===== config.mk =====
export PLATFORM = sky130hd
export DESIGN_NAME = hazard_unit
export DESIGN_NICKNAME = d
export VERILOG_FILES = /design/src/rtl/hazard_unit.sv
export SDC_FILE = /design/constraint.sdc
export NUM_CORES = 1
export LEC_CHECK = 0
export BUFFER_PORTS_ARGS = -buffer_cell sky130_fd_sc_hd__buf_2
export CAP_MARGIN = 20
export CORE_MARGIN = 5
export CORE_UTILIZATION = 49
export CTS_CLUSTER_SIZE = 16
export DETAILED_ROUTE_END_ITERATION = 10
export PLACE_DENSITY = 0.83
export SLEW_MARGIN = 5
export SYNTH_ARGS = -nofsm -noshare
export SYNTH_HDL_FRONTEND = slang
export SYNTH_SLANG_ARGS = --single-unit

===== constraint.sdc =====
create_clock -name sysclk -period 3.75 [get_ports sysclk]
set_clock_uncertainty 0.15 [all_clocks]
set_input_delay 0.1875 -clock sysclk [delete_from_list [all_inputs] [get_ports sysclk]]
set_output_delay 0.1875 -clock sysclk [all_outputs]
set_load 0.1 [all_outputs]

===== src/rtl/hazard_unit.sv =====
// hazard_unit: scoreboard-based load-use stall, redirect flush and registered operand forwarding.
// Define HAZARD_BRANCH_HOLD_EN to freeze fetch while a jump/branch is in flight.
module hazard_unit #(
    parameter int DEPTH    = 2,
    parameter int RAW      = 5,
    parameter int LOAD_RDY = 2,
    parameter int CNT_W    = 16
) (
    input  logic             sysclk,
    input  logic             rstd,
    input  logic             id_valid,
    input  logic [RAW-1:0]   id_rs,
    input  logic [RAW-1:0]   id_rt,
    input  logic             id_use_rs,
    input  logic             id_use_rt,
    input  logic [RAW-1:0]   id_wreg,
    input  logic             id_load,
    input  logic             id_ctrl,
    input  logic             wb_redirect,
    output logic             stall,
    output logic             flush,
    output logic [2:0]       fwd_s,
    output logic [2:0]       fwd_t,
    output logic             fetch_hold,
    output logic [CNT_W-1:0] stall_cnt,
    output logic [CNT_W-1:0] flush_cnt
);
    localparam int L = DEPTH - 1;
    // P[DEPTH] is never matched, so only E[1..DEPTH-1] are stored
    logic [L:1]     v, ld;
    logic [RAW-1:0] wr [1:L];
    logic           hit_s, hit_t, ld_s, ld_t, accept;
    logic [2:0]     k_s, k_t;

    always_comb begin
        hit_s = 1'b0;
        hit_t = 1'b0;
        ld_s  = 1'b0;
        ld_t  = 1'b0;
        k_s   = 3'd0;
        k_t   = 3'd0;
        // oldest first so the youngest producer overrides
        for (int k = L; k >= 1; k--) begin
            if (id_use_rs && id_rs != '0 && v[k] && wr[k] == id_rs) begin
                hit_s = 1'b1;
                k_s   = 3'(k);
                ld_s  = ld[k] && (k + 1 < LOAD_RDY);
            end
            if (id_use_rt && id_rt != '0 && v[k] && wr[k] == id_rt) begin
                hit_t = 1'b1;
                k_t   = 3'(k);
                ld_t  = ld[k] && (k + 1 < LOAD_RDY);
            end
        end
        flush  = wb_redirect;
        stall  = id_valid && !wb_redirect && (ld_s || ld_t);
        accept = id_valid && !stall && !flush;
    end

    always_ff @(posedge sysclk or negedge rstd) begin
        if (!rstd) begin
            v         <= '0;
            ld        <= '0;
            for (int k = 1; k <= L; k++) wr[k] <= '0;
            fwd_s     <= 3'd0;
            fwd_t     <= 3'd0;
            stall_cnt <= '0;
            flush_cnt <= '0;
        end else begin
            v[1]  <= accept;
            ld[1] <= id_load;
            wr[1] <= id_wreg;
            for (int k = 1; k < L; k++) begin
                v[k+1]  <= v[k] && !flush;
                ld[k+1] <= ld[k];
                wr[k+1] <= wr[k];
            end
            fwd_s <= (accept && hit_s) ? k_s + 3'd1 : 3'd0;
            fwd_t <= (accept && hit_t) ? k_t + 3'd1 : 3'd0;
            if (stall && !(&stall_cnt)) stall_cnt <= stall_cnt + CNT_W'(1);
            if (flush && !(&flush_cnt)) flush_cnt <= flush_cnt + CNT_W'(1);
        end
    end

`ifdef HAZARD_BRANCH_HOLD_EN
    logic [L:1] ct;
    // a ctrl entry in E[DEPTH-1] still occupies P[DEPTH] after the edge
    always_ff @(posedge sysclk or negedge rstd) begin
        if (!rstd) begin
            ct         <= '0;
            fetch_hold <= 1'b0;
        end else begin
            ct[1] <= id_ctrl;
            for (int k = 1; k < L; k++) ct[k+1] <= ct[k];
            fetch_hold <= (accept && id_ctrl) || (!flush && |(v & ct));
        end
    end
`else
    logic unused_ctrl;
    assign unused_ctrl = id_ctrl;
    assign fetch_hold  = 1'b0;
`endif
endmodule

Yosys cells after proc, flatten, opt, wreduce, memory -nomap -nowiden:

Cells that the tools add are included.
W data, S select, Z words.

* add/sub/neg operators: 3
* eq/ne operators: 2
* multiplexer cells: 6
* reductions and logical operators: 15

Operators with widths (number)
* $add A16 B1 Y16 const B: 1
* $reduce_and A16 Y1: 1
* $eq A5 B5 Y1: 2
* $logic_and A1 B1 Y1: 10
* $reduce_bool A5 Y1: 2
* $add A1 B1 Y2 const B: 2
* $mux W1: 4
* $mux W2: 2
* $logic_not A1 Y1: 2

* register bits: 26
* input port bits: 23
* logic and storage cells: 31

Longest topological paths before layout:

Gate-level depths: netlist (run 1).

* depth after elaboration: 7
* gate-level depth with buffers: 5
* mapped depth without buffers: 5

Worst setup path before layout (run 1):

No wires, ideal clock.

* path kind: flip-flop to flip-flop
* start point: reg flush_cnt[0]
* end point: reg flush_cnt[1]
* library setup time: 0.126 ns
* arrival time: 2.324 ns
* path slack: 1.150 ns
* stages on the path, launching flop included: 5
* path buffers: 0
* cells stage by stage: dfrtp_1 -> ha_1 -> nand4_2 -> o41ai_4 -> mux2_4

* longest elaborated chain between the ends: 3

RTL lines
* start: declaration: RTL line 26 `output logic [CNT_W-1:0] flush_cnt`
* start signal: assignment: RTL line 81 `if (flush && !(&flush_cnt)) flush_cnt <= flush_cnt + CNT_W'(1);`
* parallel branches: the longest is 3 deep, another holds $add A16 B1 Y16

Parallel ways; which one is timed is not known.
A chain may end at the register's enable or synchronous reset.

Worst setup path after layout (run 1):

* start point: reg wr[2] (netlist bit)
* end point: reg fwd_s[1]

* longest elaborated chain between the ends: 5

RTL lines
* start: declaration: RTL line 31 `logic [RAW-1:0] wr [1:L];`
* start signal: indexed assignment: RTL line 76 `wr[k+1] <= wr[k];`
* $eq A5 B5 Y1 (*): RTL line 44 `if (id_use_rs && id_rs != '0 && v[k] && wr[k] == id_rs) begin`
* $logic_and A1 B1 Y1 (*): RTL line 44
* $mux W1: RTL line 44
* $add A1 B1 Y2 / $logic_and A1 B1 Y1 (equally long branches): RTL line 78 `fwd_s <= (accept && hit_s) ? k_s + 3'd1 : 3'd0;`
* $mux W2 (*): RTL line 78
* end signal: assignment: RTL line 78
* end: declaration: RTL line 22 `output logic [2:0] fwd_s,`

Every way passes the cells marked *; elsewhere a longest branch is shown, timed or not.

==> results of run 1 <==
critical path, stage by stage, from the launching register on:
cell and delay [ns]:
dfrtp_1 0.44, xnor2_1 0.18, nand2_1 0.08, dlygate4sd3_1 0.56, nor3_1 0.14, dlygate4sd3_1 0.57
metrics by stage:
step                instances  util, %  cell area [um^2]  power [mW]
floorplan                 144        -              1450       0.827
global placement          195     56.8              1540       0.883
detailed placement        195     56.8              1540       0.891
CTS                       212     63.5              1720        1.10
global route              212     63.5              1720        1.13
finish                    212     63.5              1720        1.09
power breakdown:
part / internal, mW / switching, mW / total, mW
Combinational: 0.0909 / 0.428 / 0.519
Sequential: 0.321 / 0.0562 / 0.377
Clock: 0.108 / 0.0859 / 0.194
Total: 0.520 / 0.570 / 1.09
registers in the layout, indices dropped and copies added, names as in the netlist:
register,count
v,1
flush_cnt,16
fwd_s,2
wr,5
fwd_t,2
worst max path at each step:
stage,start,to,depth (start not counted)
3_3_place_gp,flush_cnt[0]$_DFFE_PN0P_,flush_cnt[1]$_DFFE_PN0P_,4
4_1_cts,wr[2]$_DFF_PN0_,fwd_s[1]$_DFF_PN0_,5
3_5_place_dp,flush_cnt[0]$_DFFE_PN0P_,flush_cnt[1]$_DFFE_PN0P_,4
6_report,wr[2]$_DFF_PN0_,fwd_s[1]$_DFF_PN0_,5
5_1_grt,wr[2]$_DFF_PN0_,fwd_s[1]$_DFF_PN0_,5
2_1_floorplan,flush_cnt[0]$_DFFE_PN0P_,flush_cnt[1]$_DFFE_PN0P_,4
cell type report:
cell class | count | area share (%)
inverters | 1 | 0.218
multi-input cells | 96 | 37.2
well taps | 31 | 2.25
clock buffers | 3 | 1.31
flip-flops and latches | 26 | 37.8
clock inverters | 1 | 1.74
repair buffers | 54 | 19.5
synthesized netlist by cell type:
cell / number
mux2_4: 1
mux2_2: 1
nand3_2: 1
nand4_4: 1
nor4_4: 1
xnor2_1: 10
o2111ai_1: 1
nor3_1: 8
nor2b_1: 2
a21oi_1: 2
nand2_1: 9
nand4_1: 5
o41ai_4: 1
nand4_2: 2
and2_1: 1
xor2_1: 12
dfrtp_1: 26
and3_1: 2
ha_1: 1
inv_1: 1
buf_4: 21
nor4_1: 4
nand3_1: 2
conb_1: 1
nor2_1: 6
and4_1: 1
cells by family (layout without fill, tap and decap cells):
group,count (synthesis),after routing
xor gates and xnor gates,22,22
adders and majority gates,1,1
other,1,22
and+or+nand+nor,45,45
muxes,2,2
DFF,26,26
AOI/OAI and AO/OA,4,4
buffers and inverters,22,59
timing repair:
action,4_1_cts,5_1_grt
hold buffers,13,0
gates resized for setup,0,0
hold endpoints to repair,34,0
per-layer routing:
layer,vias to the layer above,wire length [um]
met2,42,1600
met3,10,207
li1,496,-
met5,-,0
met4,0,106
met1,508,1080
==> impl_metrics.csv, run 1 <==
group,metric,value,unit
floorplanning,fp.dieH,63.0,um
sta,fmax,460,MHz
cells_and_area,final_common_cell,"buf_2",
worst_setup_path,crit_type,"reg -> reg",
floorplanning,die_w,63.0,um
sta,fin_setup_tns,0,ns
placed_design,io_buffer_count,41,
grt,use_met2,26.7,%
floorplanning,fp.dieArea,3960,um^2
grt,grt_use_met1,16.8,%
synthesis,ys_seq_area_share,47.4,%
worst_setup_path,r2r-end,"fwd_s[1]$_DFF_PN0_",
grt,antenna_found_initial,0,
grt,gr-total-overflow,0,
sta,hold_viol_final,0,
hold_path,min_path_type,"in -> reg",
grt,grt_pass1_wl,4890,um
synthesis,synth_cells,123,
placed_design,place_ws,1.77,ns
placed_design,dpl.hpwl,2170,um
power_and_ir_drop,ir_drop,0.647,mV
job,drv_cap,0,
cts,cts-htree-levels,1,
cts,tritoncts,"yes",
grt,grt_use_total,15.3,%
cts,cts_buffer_depth,2,
worst_setup_path,reg2reg_from,"wr[2]$_DFF_PN0_",
synthesis,yosys_warnings,0,
hold_path,min_to,"fwd_t[1]$_DFF_PN0_",
worst_setup_path,required,3.88,ns
floorplanning,core-area,2710,um^2
synthesis,synthMuxAreaShare,1.91,%
sta,setup_ws,1.58,ns
cells_and_area,fillers,218,
cells_and_area,insertedDiodeCount,0,
grt,grt_max_degree,27,
sta,rsz0062_at_grt,"no",
grt,top_usage_layer,"met2",
worst_setup_path,worstRegToRegCells,5,
drt,route.detailed.drc,0,
worst_setup_path,r2r_slack,1.58,ns
sta,setup_viol,0,
synthesis,synth.top_cell.area_share,47.4,%
cells_and_area,drive_gt1_share,29.3,%
sta,tightest_slew,0.556,ns
drt,viasPerCell,4.98,
sta,drv_slew,0,
cts,numCtsBuffers,3,
synthesis,synth-compound-area-share,3.37,%
sta,finalCriticalPeriod,2.17,ns
synthesis,synth.area.top_cells,"dfrtp_1 (47%), buf_4 (11%), xor2_1 (7.7%), xnor2_1 (6.4%), nor3_1 (2.9%)",
worst_setup_path,cp.arrival,2.30,ns
synthesis,synth_top_family_by_area,"simple AND/OR/NAND/NOR gates",
grt,grt_pass1_vias,1095,
synthesis,synth_xor_area_share,14.0,%
sta,holdWs,0.0201,ns
hold_path,holdPathStages,4,
synthesis,synth-seq-cells,26,
worst_setup_path,cp-end-kind,"register",
synthesis,synth_area,1370,um^2
hold_path,worstHoldStart,"id_rt[2]",
cts,clkTransAtPathRegs,0.14,ns
cts,cts_setup_buffers,0,
synthesis,synth-simple-area-share,20.4,%
cells_and_area,fin_nets,206,
power_and_ir_drop,p_leak,0.934,nW
drt,routed-via-count,1056,
grt,use_met3,2.88,%
sta,fin_crit_sh,57.9,%
cells_and_area,final_cell_mix,"buf_2 (41), dfrtp_1 (26), conb_1 (22)",
drt,wl_per_cell,14.1,um
cells_and_area,multi_input_area,641,um^2
cells_and_area,regArea,651,um^2
cts,cts_root_buf,"clkbuf_4",
cts,clock_latency,0.33,ns
synthesis,synth_cell_type_count,26,
floorplanning,io_pins,64,
drt,dr.pass1.iters,4,
drt,drt_wl_total,2990,um
floorplanning,start_util,50.7,%
placed_design,gp_congestion,0.839,
worst_setup_path,start_kind,"register",
power_and_ir_drop,powerDensity,633,nW/um^2
drt,drtIter0Drc,11,
worst_setup_path,path_max_fanout,3,
sta,max_slew_margin,62.9,%
drt,antenna_left,0,
synthesis,synth_fa_ha_area_share,0.911,%
run_status,status,"complete, no violations",
floorplanning,rows,19,
cts,cts.sinks,26,
cells_and_area,area_growth,25.3,%
synthesis,synth_top_area_cell,"dfrtp_1",
synthesis,syn_avg_cell_area,11.2,um^2
(Power assumes the default switching activity.)
==> run 2: changes to the inputs <==
--- a/config.mk
+++ b/config.mk
@@ -5,13 +5,14 @@
 export SDC_FILE = /design/constraint.sdc
 export NUM_CORES = 1
 export LEC_CHECK = 0
+export ABC_AREA = 1
 export BUFFER_PORTS_ARGS = -buffer_cell sky130_fd_sc_hd__buf_2
 export CAP_MARGIN = 20
 export CORE_MARGIN = 5
-export CORE_UTILIZATION = 49
+export CORE_UTILIZATION = 44
 export CTS_CLUSTER_SIZE = 16
 export DETAILED_ROUTE_END_ITERATION = 10
-export PLACE_DENSITY = 0.83
+export PLACE_DENSITY = 0.76
 export SLEW_MARGIN = 5
 export SYNTH_ARGS = -nofsm -noshare
 export SYNTH_HDL_FRONTEND = slang
==> constraint.sdc (replaced) <==
create_clock -name sysclk -period 1.91 [get_ports sysclk]
set_clock_uncertainty 0.15 [all_clocks]
set_input_delay 0.0955 -clock sysclk [delete_from_list [all_inputs] [get_ports sysclk]]
set_output_delay 0.0955 -clock sysclk [all_outputs]
set_load 0.1 [all_outputs]
==> run 2 against run 1 <==
  * Sequential power is 93% higher
  * Clock power is 140% higher
  * Worst setup slack worse by 1.4 ns
  * Combinational power is 77% higher
  * Global-route usage is 1.0 points lower
  * Worst hold slack worse by 0.0099 ns
  * Synthesized area is 21% higher
  * First-iteration DRC count grew to 8.3 times the previous value
  * Cell count is 54% higher
  * Sequential cell count stayed put
  * Critical endpoint is now flush_cnt[9]$_DFFE_PN0P_
  * Highest routed layer unchanged
==> impl_metrics.csv, run 2 <==
group,metric,value,unit
worst_setup_path,path_max_fanout,8,
worst_setup_path,crit_type,"reg -> reg",
floorplanning,fp.dieArea,5110,um^2
worst_setup_path,start_kind,"register",
cells_and_area,area_growth,23.0,%
synthesis,synth.area.top_cells,"dfrtp_1 (39%), nand2_1 (14%), buf_4 (9.5%), nor2_1 (5.9%), inv_1 (5.0%)",
cells_and_area,insertedDiodeCount,0,
cells_and_area,reg_top3,"flush_cnt: 16 flops, wr: 5 flops",
cells_and_area,fillers,335,
hold_path,min_path_type,"in -> reg",
power_and_ir_drop,switching_share,49.7,%
synthesis,synth_area,1660,um^2
cells_and_area,largest_reg_flops,16,
drt,route.detailed.drc,0,
floorplanning,io_pins,64,
cts,clock_latency,0.27,ns
drt,viasPerCell,4.56,
synthesis,synth-edff-count,0,
worst_setup_path,reg2reg_from,"flush_cnt[0]$_DFFE_PN0P_",
worst_setup_path,required,1.93,ns
synthesis,yosysMostFrequentCell,"nand2_1",
worst_setup_path,crit_top_cell,"nor2_4",
hold_path,worstHoldStart,"wb_redirect",
synthesis,yosys_warnings,0,
power_and_ir_drop,p_leak,1.04,nW
worst_setup_path,slowest_stage,"dfrtp_4",
synthesis,synth_top_area_cell,"dfrtp_1",
worst_setup_path,critPathTopFamily,"simple AND/OR/NAND/NOR gates",
sta,setup_viol,0,
placed_design,dpl.hpwl,2750,um
sta,fin_setup_tns,0,ns
power_and_ir_drop,p_sw,1.04,mW
cts,cts.sinks,26,
sta,rsz0062_at_grt,"no",
cts,cts_buffer_depth,2,
floorplanning,rows,22,
cts,numCtsBuffers,3,
drt,drtIter0Drc,91,
cts,cts_resized,0,
grt,antenna_found_initial,0,
power_and_ir_drop,power.internal,1.06,mW
cells_and_area,fin_nets,303,
floorplanning,die_w,71.5,um
cts,tritoncts,"yes",
cts,cts-htree-levels,1,
cts,clkTransAtPathRegs,0.09,ns
power_and_ir_drop,powerDensity,1030,nW/um^2
drt,drt_wl_total,3590,um
worst_setup_path,crit_start,"flush_cnt[0]$_DFFE_PN0P_",
floorplanning,fp.dieH,71.5,um
grt,grt_use_total,14.3,%
synthesis,synth_cell_type_count,27,
synthesis,synth_cells,223,
worst_setup_path,slowest_delay,0.46,ns
placed_design,gp_congestion,0.848,
synthesis,ys_seq_area_share,39.1,%
placed_design,placed_area,1870,um^2
sta,drv_slew,0,
floorplanning,core-area,3660,um^2
power_and_ir_drop,seqPwrFrac,34.6,%
synthesis,async_flop_share,100,%
synthesis,syn_avg_cell_area,7.46,um^2
sta,max_slew_margin,62.1,%
sta,fin_crit_sh,89.5,%
drt,antenna_left,0,
grt,grt_pass1_vias,1373,
grt,grt_pass1_wl,5930,um
grt,grt_max_degree,27,
cells_and_area,final_cell_mix,"nand2_1 (62), buf_2 (41), nor2_1 (26)",
job,drv_cap,0,
cells_and_area,final_common_cell,"nand2_1",
synthesis,synth_ff_type,"dfrtp_1",
synthesis,synth.top_cell.area_share,39.1,%
sta,tightest_slew,0.568,ns
cells_and_area,drive_gt1_share,29.1,%
drt,routed-via-count,1487,
synthesis,synth-seq-cells,26,
run_status,status,"complete, no violations",
sta,fmax,585,MHz
cells_and_area,finalInstanceArea,2050,um^2
worst_setup_path,crit_chain,"ha_1, inv_1, nor2_4, nand2_2, nor2_4, nor2_4, nand2_1, o21ai_2",
drt,dr.pass1.iters,4,
floorplanning,start_util,45.4,%
drt,wl_per_cell,11.0,um
grt,gr-total-overflow,0,
cts,cts_root_buf,"clkbuf_8",
worst_setup_path,cp-end-kind,"register",
cells_and_area,largest_register,"flush_cnt",
power_and_ir_drop,clockPowerShare,21.7,%
worst_setup_path,r2r_slack,0.20,ns
sta,hold_viol_final,0,
sta,finalCriticalPeriod,1.71,ns
worst_setup_path,path_buf_inv,1,
worst_setup_path,cp.arrival,1.73,ns
power_and_ir_drop,share_comb_of_total_power,43.7,%
placed_design,io_buffer_count,41,
synthesis,ys_top_cells_by_count,"nand2_1 (62), dfrtp_1 (26), nor2_1 (26), inv_1 (22), buf_4 (21)",
power_and_ir_drop,ir_drop,0.916,mV
## run 2: cell count changes after synthesis, moves of 4 or more
cell     previous run  this run
o21ai_0             0         4
nand2_1             9        62
nor4_1              4         0
nor2_4              0         6
nand2_2             0         4
nand3_1             2        16
nor2_1              6        26
xor2_1             12         2
nor3_1              8         2
inv_1               1        22
xnor2_1            10         2
## run 2: per-layer routing
metal	vias up	track usage [%]	part of all wire (%)
met2	45	25.1	51
li1	765	-	-
met3	8	2.10	5.9
met4	0	6.05	2.1
met5	-	0	0
met1	669	17.4	41
## run 2: area by class of cell
type                    instances  area (um^2)  area share [%]
multi-input cells             172          838            41.0
well taps                      48         60.1            2.94
repair buffers                 51          305            14.9
flip-flops and latches         26          676            33.0
inverters                      25         95.1            4.65
clock buffers                   3         41.3            2.02
clock inverters                 1         30.0            1.47
## run 2: stage by stage
stage	hold WS, ns	util [%]	setup WS (ns)	power [mW]	cells
floorplan	-0.350	-	0.0979	1.52	244
global placement	-0.0209	51.2	0.243	1.63	312
detailed placement	-0.0236	51.2	0.217	1.64	312
CTS	0.0127	55.9	0.187	2.12	326
global route	0.0238	55.9	0.00583	2.19	326
finish	0.0102	55.9	0.201	2.10	326
## run 2: worst paths after layout
kind                                              to  cells after the start
setup / recovery            flush_cnt[9]$_DFFE_PN0P_                      8
hold / removal              flush_cnt[4]$_DFFE_PN0P_                      3
setup reg to reg            flush_cnt[9]$_DFFE_PN0P_                      8
hold reg to reg            flush_cnt[14]$_DFFE_PN0P_                      2
max in group asynchronous   flush_cnt[0]$_DFFE_PN0P_                      2
min in group asynchronous   flush_cnt[7]$_DFFE_PN0P_                      2
## run 2: power by group through the flow
stage	combinational, mW	clock [mW]	sequential [mW]
detailed placement	0.906	0	0.738
CTS	0.923	0.466	0.727
finish	0.918	0.457	0.727
global placement	0.900	0	0.734
floorplan	0.384	0	1.14
global route	0.965	0.484	0.742
## run 2: cell families after synthesis
logic type	Yosys count	share of synthesized area, %
other cells	1	0.226
compound gates	15	5.64
flops	26	39.1
xor+xnor	4	2.11
fa+ha+maj	1	0.752
buf+inv	46	15.2
simple gates	130	36.9
## run 2: worst min-delay path, stage by stage
cell,delay [ns]
buf_2,0.16
nand4_1,0.11
nand2_1,0.05
## run 2: what timing repair did
action                                  CTS  global route
endpoints found under the hold margin    34             0
setup buffers                             0             0
endpoints found under the setup margin    0             0
hold buffers                             10             0
